===== src/rtl/cas_div_arbiter.sv =====
// cas_div_arbiter: round-robin arbiter and multicycle sequencer for a shared
// combinational CAS divider grid (10b / 5b sign-magnitude). Rev 1.0
`default_nettype none

module cas_div_arbiter #(
  parameter int SETTLE_CYCLES = 3,
  parameter int CNT_W         = 4
) (
  input  logic       clk,
  input  logic       rst,
  input  logic       req0_valid,
  output logic       req0_ready,
  input  logic [9:0] req0_x,
  input  logic       req0_xs,
  input  logic [4:0] req0_y,
  input  logic       req0_ys,
  input  logic       req1_valid,
  output logic       req1_ready,
  input  logic [9:0] req1_x,
  input  logic       req1_xs,
  input  logic [4:0] req1_y,
  input  logic       req1_ys,
  output logic       resp_valid,
  input  logic       resp_ready,
  output logic       resp_id,
  output logic [4:0] resp_q,
  output logic [4:0] resp_r,
  output logic       resp_qs,
  output logic       resp_rs,
  output logic [1:0] resp_err,
  output logic [9:0] grid_x,
  output logic [4:0] grid_y,
  input  logic [5:0] grid_q,
  input  logic [4:0] grid_r
);

  typedef enum logic [1:0] {
    IDLE   = 2'd0,
    SETTLE = 2'd1,
    RESP   = 2'd2
  } state_t;

  state_t           state, state_nxt;
  logic             ptr;
  logic [CNT_W-1:0] cnt;
  logic             gnt;
  logic             accept;
  logic [9:0]       sel_x;
  logic             sel_xs;
  logic [4:0]       sel_y;
  logic             sel_ys;
  logic             div_zero;
  logic             ovf;
  logic             unused_grid_q5;

  // Quotient bit 5 can never be set on the non-overflow path.
  assign unused_grid_q5 = grid_q[5];

  always_comb begin
    gnt      = (req0_valid && req1_valid) ? ptr : req1_valid;
    accept   = (state == IDLE) && (req0_valid || req1_valid);
    sel_x    = gnt ? req1_x  : req0_x;
    sel_xs   = gnt ? req1_xs : req0_xs;
    sel_y    = gnt ? req1_y  : req0_y;
    sel_ys   = gnt ? req1_ys : req0_ys;
    div_zero = (sel_y == 5'd0);
    ovf      = (sel_x[9:5] >= sel_y);
  end

  assign req0_ready = accept && !gnt;
  assign req1_ready = accept && gnt;
  assign resp_valid = (state == RESP);

  always_ff @(posedge clk or posedge rst) begin
    if (rst) state <= IDLE;
    else     state <= state_nxt;
  end

  always_comb begin
    state_nxt = state;
    case (state)
      IDLE:    if (accept) state_nxt = (div_zero || ovf) ? RESP : SETTLE;
      SETTLE:  if (cnt == CNT_W'(1)) state_nxt = RESP;
      RESP:    if (resp_ready) state_nxt = IDLE;
      default: state_nxt = IDLE;
    endcase
  end

  always_ff @(posedge clk or posedge rst) begin
    if (rst) begin
      ptr      <= 1'b0;
      cnt      <= '0;
      grid_x   <= '0;
      grid_y   <= '0;
      resp_id  <= 1'b0;
      resp_q   <= '0;
      resp_r   <= '0;
      resp_qs  <= 1'b0;
      resp_rs  <= 1'b0;
      resp_err <= 2'b00;
    end else begin
      case (state)
        IDLE: begin
          if (accept) begin
            ptr     <= ~gnt;
            resp_id <= gnt;
            resp_qs <= sel_xs ^ sel_ys;
            resp_rs <= sel_xs;
            if (div_zero || ovf) begin
              // Errors skip the grid entirely; grid inputs keep their old value.
              resp_err <= div_zero ? 2'b01 : 2'b10;
              resp_q   <= '0;
              resp_r   <= '0;
            end else begin
              cnt    <= CNT_W'(SETTLE_CYCLES);
              grid_x <= sel_x;
              grid_y <= sel_y;
            end
          end
        end
        SETTLE: begin
          cnt <= cnt - CNT_W'(1);
          if (cnt == CNT_W'(1)) begin
            resp_q   <= grid_q[4:0];
            resp_r   <= grid_r;
            resp_err <= 2'b00;
          end
        end
        default: ;
      endcase
    end
  end

endmodule

`default_nettype wire

===== config.mk =====
export PLATFORM = sky130hd
export DESIGN_NAME = cas_div_arbiter
export DESIGN_NICKNAME = d
export VERILOG_FILES = /design/src/rtl/cas_div_arbiter.sv
export SDC_FILE = /design/constraint.sdc
export NUM_CORES = 1
export LEC_CHECK = 0
export CORE_MARGIN = 2
export CORE_UTILIZATION = 60
export CTS_CLUSTER_DIAMETER = 80
export DETAILED_ROUTE_END_ITERATION = 7
export DONT_BUFFER_PORTS = 1
export PLACE_DENSITY = 0.75
export SYNTH_ARGS = -nofsm -noshare
export SYNTH_HDL_FRONTEND = slang
export SYNTH_SLANG_ARGS = --single-unit

===== constraint.sdc =====
create_clock -name clk -period 3.8 [get_ports clk]
set_clock_uncertainty 0.15 [all_clocks]
set_input_delay 0.76 -clock clk [delete_from_list [all_inputs] [get_ports clk]]
set_output_delay 0.76 -clock clk [all_outputs]
set_load 0.1 [all_outputs]

### Yosys cells after proc, flatten, opt, wreduce, memory -nomap -nowiden

Index checks and enable logic that the tools add are counted.

* $add $sub $neg: 1
* equal/unequal tests: 8
* bitwise gates (word level): 3
* magnitude comparators: 1
* multiplexer cells: 24
* reductions and logical operators: 15

Operators with widths (number)
* $mux 5: 5
* $pmux 5 s2: 2
* $mux 2: 8
* $mux 10: 1
* $reduce_and 3->1: 3
* $mux 4: 2
* $pmux 4 s2: 1
* $ne 2x2->1 const B: 3
* $pmux 2 s3: 1
* $ge 5x5->1: 1
* $logic_not 5->1: 1
* $eq 4x1->1 const B: 1
* $logic_and 1x1->1: 4
* $ne 2x1->1 const B: 2
* $pmux 2 s2: 1
* $reduce_and 4->1: 1
* $sub 4x1->4 const B: 1
* $mux 1: 3
* $eq 2x1->1 const B: 1
* $eq 2x2->1 const B: 1
* $logic_not 2->1: 1
* $logic_or 1x1->1: 2
* $not 1->1: 2
* $reduce_and 2->1: 1
* other kinds (3): 3

* bits in registers: 37
* bits of input ports: 50
* output and inout port bits: 33

### Depth between registers and ports, before layout

Gate-level depths: netlist (run 1).

* word-level depth: 8
* gate-level depth with buffers: 10
* depth with buffers taken out: 8

### Worst setup path after synthesis (run 1)

No wires, ideal clock.

* path kind: input to output
* start: input req1_valid
* end: output req0_ready
* stages: 4
* required time: 2890 ps
* slack: 153 ps
* arrival: 2737 ps
* cells stage by stage: nor2_2 > or3_1 > clkbuf_1 > a21oi_1

* cells in the longest elaborated chain, start to end: 4
* elaborated cells on any way between the ends: 6
* those cells by class: 1 x mux; 5 x reduce/logical

RTL lines
* from (decl): RTL line 17 `input logic req1_valid,`
* $logic_and 1x1->1: RTL line 60 `gnt = (req0_valid && req1_valid) ? ptr : req1_valid;`
* $mux 1: RTL line 60
* $logic_not 1->1: RTL line 70 `assign req0_ready = accept && !gnt;`
* $logic_and 1x1->1 (*): RTL line 70
* to (decl): RTL line 12 `output logic req0_ready,`

Every way passes the cells marked *; elsewhere a longest branch is shown, timed or not.

### Worst setup path in the final report (run 1)

* start: input req0_valid
* end: register grid_x[0]

* cells in the longest elaborated chain, start to end: 7
* elaborated cells on any way between the ends: 11
* those cells by class: 1 x order compare; 3 x mux; 1 x bitwise; 6 x reduce/logical

RTL lines
* from (decl): RTL line 11 `input logic req0_valid,`
* $logic_and 1x1->1: RTL line 60
* $mux 1: RTL line 60
* $mux 10: RTL line 62 `sel_x = gnt ? req1_x : req0_x;`
* named net sel_x[7]: RTL line 48 `logic [9:0] sel_x;`
* $ge 5x5->1: RTL line 67 `ovf = (sel_x[9:5] >= sel_y);`
* $logic_or 1x1->1: RTL line 109 `if (div_zero || ovf) begin`
* $not 1->1 (no line)
* $reduce_and 3->1 (no line)
* to (signal assigned): RTL line 116 `grid_x <= sel_x;`
* to (decl): RTL line 31 `output logic [9:0] grid_x,`

The timed path passes the listed nets, and every way through them passes these cells.
A chain may end at the register's enable or synchronous reset.

==> flow_summary_export.csv, run 1 <==
group,metric,value,unit
clock_tree,ctsResizeCount,0,
global_routing,antenna_found_initial,0,
setup_path,critPathRequiredTime,3890,ps
clock_tree,root_buffer,"clkbuf_4",
finish,area_growth,8.15,%
synth,synth-warning-count,0,
die,die_w,62.6,um
finish,finalNetCount,247,
setup_path,path_max_fanout,19,
synth,yosys-top-cells-area,"dfrtp_1 (45%), mux2_2 (10%), mux2i_1 (5.4%), ha_1 (4.3%), a22oi_1 (3.6%)",
route,antenna_left,0,
sta,relSlewSlack,36.2,%
synth,synth_most_common_cell,"dfrtp_1",
status,outcome,"complete, no violations",
finish,drive_above_1_share,26.2,%
setup_path,end_kind,"flop",
synth,yosys_register_bits,37,
setup_path,rr_worst_depth,8,
synth,ys_async_sr_fraction,100,%
route,vias_per_cell,5.97,
hold_path,hp-class,"in2async",
finish,layoutNonFillerInstCount,237,
sta,hold_viol,0,
sta,fin_crit_sh,85.0,%
synth,synthesis.nets,242,
setup_path,crit_arrival,3320,ps
finish,fillers,257,
clock_tree,htreeDepth,2,
global_routing,grt_usage,22.6,%
synth,synth_top_area_cell,"dfrtp_1",
clock_tree,cts_buffers,5,
die,row_count,21,
synth,ys_types,45,
setup_path,rrSetupSlack,570,ps
synth,synth_xor_area_share,2.13,%
global_routing,grt-ovfl-total,0,
setup_path,timing.rr.end,"grid_x[0]$_DFFE_PP0P_",
sta,rsz0062_at_grt,"no",
place,placedCellCount,229,
clock_tree,clk_latency,350,ps
die,initial_utilization,62.1,%
sta,period_minus_slack,3230,ps
global_routing,grt_pass1_wl,6950,um
die,ios,83,
synth,synth-compound-area-share,13.3,%
synth,synth-edff-count,0,
place,hpwl,3120,um
sta,finalSetupViolations,0,
clock_tree,cts_buffer_depth,2,
sta,tns,0,ps
route,vias,1414,
route,avgRoutedWirePerCell,17.6,um
synth,synthMuxAreaShare,16.5,%
setup_path,critPathKind,"in2reg",
die,dieArea,0.00391,sq mm
finish,multi_input_area,0.00104,sq mm
sta,max_freq,310,MHz
global_routing,grt_max_degree,38,
global_routing,grt_pass1_vias,1537,
sta,finalMaxSlewViolations,0,
finish,antenna_cells,0,
synth,synth_top_family_by_area,"multiplexers",
die,die_height,62.6,um
sta,worst_pin_slew,956,ps
synth,avgSynthCellArea,11.1,sq um
synth,netlist_area,0.00206,sq mm
finish,seqCellArea,926,sq um
route,drc,0,
clock_tree,cts_num_sinks,37,
synth,ys.flop_type,"dfrtp_1",
setup_path,critPathLaunchType,"input port",
synth,synthCells,185,
place,gp_congestion,0.828,
route,routed_wl,4170,um
synth,synthSimpleGateAreaFrac,14.1,%
clock_tree,holdBufCountCts,0,
route,dr.first_iter.drc_count,91,
flow_run,drv_cap,0,
place,io_buffers,0,
clock_tree,cts_setup_buffers,0,
synth,synth.top_cell.area_share,45.0,%
setup_path,r2r-start,"ptr$_DFFE_PP0P_",
route,drt_pass1_iterations,4,
synth,synth_fa_ha_area_share,4.26,%
sta,worst_hold_slack,244,ps
synth,yosysSeqAreaShare,45.0,%
clock_tree,clkTransAtPathRegs,120,ps
clock_tree,cts_tree,"yes",
synth,synth_common_cells,"dfrtp_1 (37), mux2_2 (19), inv_1 (13), nand2b_1 (12), mux2i_1 (11)",
die,coreArea,0.00331,sq mm
worst max-delay path, stage by stage:
cell,delay [ps]
or2b_1,280
nand2_2,330
mux2_2,400
ha_1,310
a211oi_2,220
o221a_2,260
nand4_4,330
mux2_4,410
per-layer routing:
| layer | track usage (%) | wire [um] | vias to the layer above |
|---|---|---|---|
| met4 | 7.50 | 59 | 0 |
| li1 | - | - | 666 |
| met1 | 26.5 | 1680 | 683 |
| met3 | 7.03 | 337 | 8 |
| met5 | 0 | 0 | - |
| met2 | 39.4 | 2090 | 57 |
cells by family (layout without fill, tap and decap cells):
group,Yosys count,after routing
flops,37,37
buf+inv,22,28
xor+xnor,5,5
simple gates,46,46
fa+ha+maj,7,7
compound gates,37,37
mux,31,31
cell usage in the layout (no fill, tap or decap), drive strengths merged, types with 5 or more instances in the layout:
cell	n
ha	7
inv	14
mux2	20
nand2	7
nor3	5
buf	6
a22oi	10
o21ai	13
mux2i	11
dfrtp	37
nand2b	12
clkbuf	5
nor2	8
flip-flops by register name, indices dropped and copies added, names as in the netlist:
signal and flops:
resp_r 5, resp_id 1, grid_x 10, resp_rs 1
ptr 1, resp_q 5, cnt 4, resp_qs 1
state 2, grid_y 5, resp_err 2
metrics by stage:
step	area, sq um	utilization, %	worst slack, ps
global placement	2120	64.1	252
detailed placement	2120	64.1	166
global route	2220	67.2	350
CTS	2220	67.2	562
floorplan	2060	-	153
finish	2220	67.2	570
final cells by class:
cell class,count,area share [%]
multi-input combinational,126,46.8
sequential,37,41.6
clock inverter,3,2.92
tap,46,2.59
inverter,14,2.36
timing repair buffer,6,2.02
clock buffer,5,1.69
worst max path at each step:
stage / slack [ps] / start / end
after floorplan: 150 / req1_valid / req0_ready
after global placement: 250 / req0_valid / grid_x[0]$_DFFE_PP0P_
after detailed placement: 170 / req0_valid / resp_err[1]$_DFFE_PP0P_
after CTS: 560 / ptr$_DFFE_PP0P_ / grid_x[0]$_DFFE_PP0P_
after global routing: 350 / ptr$_DFFE_PP0P_ / resp_err[1]$_DFFE_PP0P_
final: 570 / req0_valid / grid_x[0]$_DFFE_PP0P_
Power of run 1 is left out: the tool's default activity adds up to more than one toggle a clock period on the data nets, which glitch-free logic cannot reach.
==> run 2: changes to the inputs <==
--- a/config.mk
+++ b/config.mk
@@ -6,11 +6,11 @@
 export NUM_CORES = 1
 export LEC_CHECK = 0
 export CORE_MARGIN = 2
-export CORE_UTILIZATION = 60
+export CORE_UTILIZATION = 56
 export CTS_CLUSTER_DIAMETER = 80
 export DETAILED_ROUTE_END_ITERATION = 7
 export DONT_BUFFER_PORTS = 1
-export PLACE_DENSITY = 0.75
+export PLACE_DENSITY = 0.73
 export SYNTH_ARGS = -nofsm -noshare
 export SYNTH_HDL_FRONTEND = slang
 export SYNTH_SLANG_ARGS = --single-unit
==> constraint.sdc (replaced) <==
create_clock -name clk -period 2.9 [get_ports clk]
set_clock_uncertainty 0.15 [all_clocks]
set_input_delay 0.58 -clock clk [delete_from_list [all_inputs] [get_ports clk]]
set_output_delay 0.58 -clock clk [all_outputs]
set_load 0.1 [all_outputs]
==> flow_summary_export.csv, run 2 (same netlist as run 1, synthesis figures left out) <==
group,metric,value,unit
sta,fin_crit_sh,97.0,%
die,dieArea,0.00417,sq mm
global_routing,grt_usage,23.7,%
finish,final_core_util,65.6,%
finish,finalNetCount,259,
sta,worst_pin_slew,953,ps
die,die_height,64.6,um
setup_path,critPathKind,"reg2reg",
sta,hold_viol,0,
finish,antenna_cells,0,
route,routed_wl,4470,um
route,vias_per_cell,6.02,
clock_tree,cts_buffer_depth,2,
global_routing,grt-ovfl-total,0,
status,outcome,"complete, no violations",
clock_tree,clk_latency,280,ps
clock_tree,cts_num_sinks,37,
setup_path,rrSetupSlack,90,ps
die,die_w,64.6,um
setup_path,r2r-start,"ptr$_DFFE_PP0P_",
setup_path,critPathRequiredTime,2930,ps
sta,relSlewSlack,36.5,%
setup_path,rr_worst_depth,9,
sta,period_minus_slack,2810,ps
setup_path,path_max_fanout,11,
sta,finalSetupViolations,0,
setup_path,crit_arrival,2840,ps
die,coreArea,0.00361,sq mm
sta,finalMaxSlewViolations,0,
die,row_count,22,
setup_path,critPathLaunchType,"flop",
route,vias,1506,
clock_tree,cts_buffers,5,
setup_path,end_kind,"flop",
route,drc,0,
sta,tns,0,ps
finish,final_cell_mix,"dfrtp_1 (37), mux2_2 (17), buf_4 (15)",
place,io_buffers,0,
finish,layout_commonest_cell,"dfrtp_1",
place,hpwl,3310,um
clock_tree,holdBufCountCts,0,
global_routing,antenna_found_initial,0,
clock_tree,htreeDepth,2,
setup_path,cp-startpoint,"ptr$_DFFE_PP0P_",
route,antenna_left,0,
die,ios,83,
route,avgRoutedWirePerCell,17.9,um
finish,area_growth,15.0,%
hold_path,hp-class,"in2async",
route,drt_pass1_iterations,4,
finish,drive_above_1_share,32.7,%
clock_tree,root_buffer,"clkbuf_8",
die,initial_utilization,57.0,%
clock_tree,clkTransAtPathRegs,70,ps
sta,worst_hold_slack,146,ps
global_routing,grt_pass1_wl,7510,um
global_routing,grt_max_degree,38,
finish,fillers,285,
route,dr.first_iter.drc_count,87,
setup_path,timing.rr.end,"grid_x[0]$_DFFE_PP0P_",
finish,top_register,"grid_x",
finish,largest_reg_flops,10,
setup_path,endpoint,"grid_x[0]$_DFFE_PP0P_",
sta,max_freq,355,MHz
flow_run,drv_cap,0,
global_routing,grt_pass1_vias,1671,
place,gp_congestion,0.830,
clock_tree,cts_tree,"yes",
==> run 2: worst min path at each step <==
stage | from | depth (start not counted) | to | slack, ps
6_report | rst | 2 | grid_x[1]$_DFFE_PP0P_ | 150
3_5_place_dp | ptr$_DFFE_PP0P_ | 2 | ptr$_DFFE_PP0P_ | 370
3_3_place_gp | ptr$_DFFE_PP0P_ | 2 | ptr$_DFFE_PP0P_ | 360
4_1_cts | rst | 2 | grid_y[4]$_DFFE_PP0P_ | 160
2_1_floorplan | ptr$_DFFE_PP0P_ | 2 | ptr$_DFFE_PP0P_ | 330
5_1_grt | rst | 2 | resp_r[2]$_DFFE_PP0P_ | 180
==> run 2: metrics by stage <==
step                      instances  worst slack, ps  area [sq um]
after floorplan                 185            -98.3          2080
after global placement          235             -173          2160
after detailed placement        235             -247          2160
after CTS                       246             18.3          2280
after global routing            250            -19.8          2360
final                           250             85.8          2360
==> run 2: routing by layer <==
metal	part of all wire, %	vias up	GRT usage, %
li1	-	691	-
met1	40	740	26.3
met2	51	66	41.8
met3	7.4	9	6.94
met4	1.6	0	10.6
met5	0	-	0
==> run 2: area by class of cell <==
class                      count  area, sq um  share of cell area [%]
multi-input combinational    126         1090                    46.2
tap                           48         60.1                    2.54
clock buffer                   7         86.3                    3.65
inverter                      14         52.6                    2.22
timing repair buffer          18          146                    6.19
sequential                    37          926                    39.2
==> run 2: worst max-delay path: stages, from the launching register on <==
cell and delay, ps:
dfrtp_1 390, or2b_4 280, nand2_8 130, mux2_2 390, ha_4 230, a211oi_2 260, o221a_2 270, nand4_4 140
buf_4 180, mux2_4 280
==> run 2: repair_timing <==
action,CTS,global route
hold endpoints to repair,0,0
setup buffers,4,4
pin swaps,0,4
gates resized for setup,0,12
endpoints found under the setup margin,9,29
Power of run 2 is left out for the same reason.
==> run 3: changes to the inputs <==
--- a/config.mk
+++ b/config.mk
@@ -10,7 +10,7 @@
 export CTS_CLUSTER_DIAMETER = 80
 export DETAILED_ROUTE_END_ITERATION = 7
 export DONT_BUFFER_PORTS = 1
-export PLACE_DENSITY = 0.73
+export PLACE_DENSITY = 0.74
 export SYNTH_ARGS = -nofsm -noshare
 export SYNTH_HDL_FRONTEND = slang
 export SYNTH_SLANG_ARGS = --single-unit
==> flow_summary_export.csv, run 3 (same netlist as run 1, synthesis figures left out) <==
group,metric,value,unit
finish,antenna_cells,0,
place,hpwl,3230,um
global_routing,grt_use_met3,5.90,%
global_routing,grt_pass1_vias,1566,
global_routing,use_met1,25.9,%
clock_tree,clkTransAtPathRegs,80,ps
route,routed_wl,4650,um
flow_run,drv_cap,0,
clock_tree,cts_buffers,5,
place,placed_area,0.00218,sq mm
clock_tree,clk_latency,280,ps
clock_tree,cts_tree,"yes",
clock_tree,cts_buffer_depth,2,
route,drc,0,
die,die_height,64.6,um
die,die_w,64.6,um
status,outcome,"complete, no violations",
sta,relSlewSlack,36.4,%
route,vias,1477,
place,placedCellCount,237,
route,avgRoutedWirePerCell,18.4,um
sta,worst_pin_slew,954,ps
sta,finalMaxSlewViolations,0,
route,vias_per_cell,5.84,
clock_tree,htreeDepth,2,
finish,largest_reg_flops,10,
finish,drive_above_1_share,35.6,%
sta,finalSetupViolations,0,
setup_path,critPathKind,"reg2reg",
sta,period_minus_slack,2890,ps
finish,area_growth,18.3,%
global_routing,grt-ovfl-total,0,
sta,hold_viol,0,
global_routing,grt_usage,23.1,%
hold_path,hp-class,"in2async",
global_routing,gr-usage-met2,41.0,%
die,row_count,22,
global_routing,grt_pass1_wl,7290,um
global_routing,gr-max-usage-layer,"met2",
sta,worst_hold_slack,149,ps
die,initial_utilization,57.0,%
die,coreArea,0.00361,sq mm
sta,tns,0,ps
clock_tree,cts_num_sinks,37,
setup_path,critPathLaunchType,"flop",
sta,max_freq,346,MHz
global_routing,antenna_found_initial,0,
setup_path,critPathRequiredTime,2910,ps
sta,fin_crit_sh,99.7,%
finish,layout_commonest_cell,"dfrtp_1",
route,antenna_left,0,
finish,finalInstanceArea,0.00243,sq mm
finish,finalNetCount,261,
setup_path,path_max_fanout,11,
global_routing,grt_max_degree,38,
die,dieArea,0.00417,sq mm
setup_path,end_kind,"flop",
finish,final_cell_mix,"dfrtp_1 (37), mux2_2 (19), buf_4 (19)",
place,gp_congestion,0.832,
place,io_buffers,0,
route,drt_pass1_iterations,4,
setup_path,crit_arrival,2900,ps
finish,top_register,"grid_x",
finish,layoutNonFillerInstCount,253,
clock_tree,root_buffer,"clkbuf_8",
die,ios,83,
route,dr.first_iter.drc_count,61,
## run 3: layer usage
layer | routed length (um) | vias to the layer above
met4 | 80 | 0
li1 | - | 695
met2 | 2360 | 56
met1 | 1910 | 720
met3 | 298 | 6
met5 | 0 | -
## run 3: critical path, stage by stage (launching register included)
cell	delay, ps
dfrtp_1	400
or2b_4	290
nand2_8	130
mux2_2	390
ha_4	280
nand4_1	170
o221a_4	330
nand4_4	130
buf_4	160
mux2_2	340
## run 3: area by class of cell
type / count / area (sq um)
tap: 48 / 60.1
clock inverter: 1 / 5.00
inverter: 14 / 52.6
fill: 263 / 1170
sequential: 37 / 926
timing repair buffer: 20 / 154
clock buffer: 7 / 96.3
multi-input combinational: 126 / 1140
## run 3: final timing paths
kind                                 start                    end  slack, ps  cells past startpoint
min in group clk                 grid_r[3]  resp_r[3]$_DFFE_PP0P_        300                      2
max in group asynchronous              rst    resp_rs$_DFFE_PP0P_       2120                      2
setup reg to reg           ptr$_DFFE_PP0P_  grid_x[6]$_DFFE_PP0P_          9                      9
hold reg to reg            ptr$_DFFE_PP0P_        ptr$_DFFE_PP0P_        390                      2
setup / recovery           ptr$_DFFE_PP0P_  grid_x[6]$_DFFE_PP0P_          9                      9
hold / removal                         rst  grid_y[0]$_DFFE_PP0P_        150                      2
## run 3: metrics by stage
| stage | utilization, % | setup slack, ps |
|---|---|---|
| 2_1_floorplan | - | -98.3 |
| 3_3_place_gp | 60.4 | -174 |
| 3_5_place_dp | 60.4 | -227 |
| 4_1_cts | 64.0 | 9.92 |
| 5_1_grt | 67.5 | -36.2 |
| 6_report | 67.5 | 9.19 |
## run 3: what timing repair did
item                                    in CTS  in global routing
setup buffers                                3                  4
pin swaps                                    0                  4
hold endpoints to repair                     0                  0
resized for setup                            1                 15
hold buffers                                 0                  0
endpoints found under the setup margin       7                 27
cloned                                       0                  1
Power of run 3 is left out for the same reason.
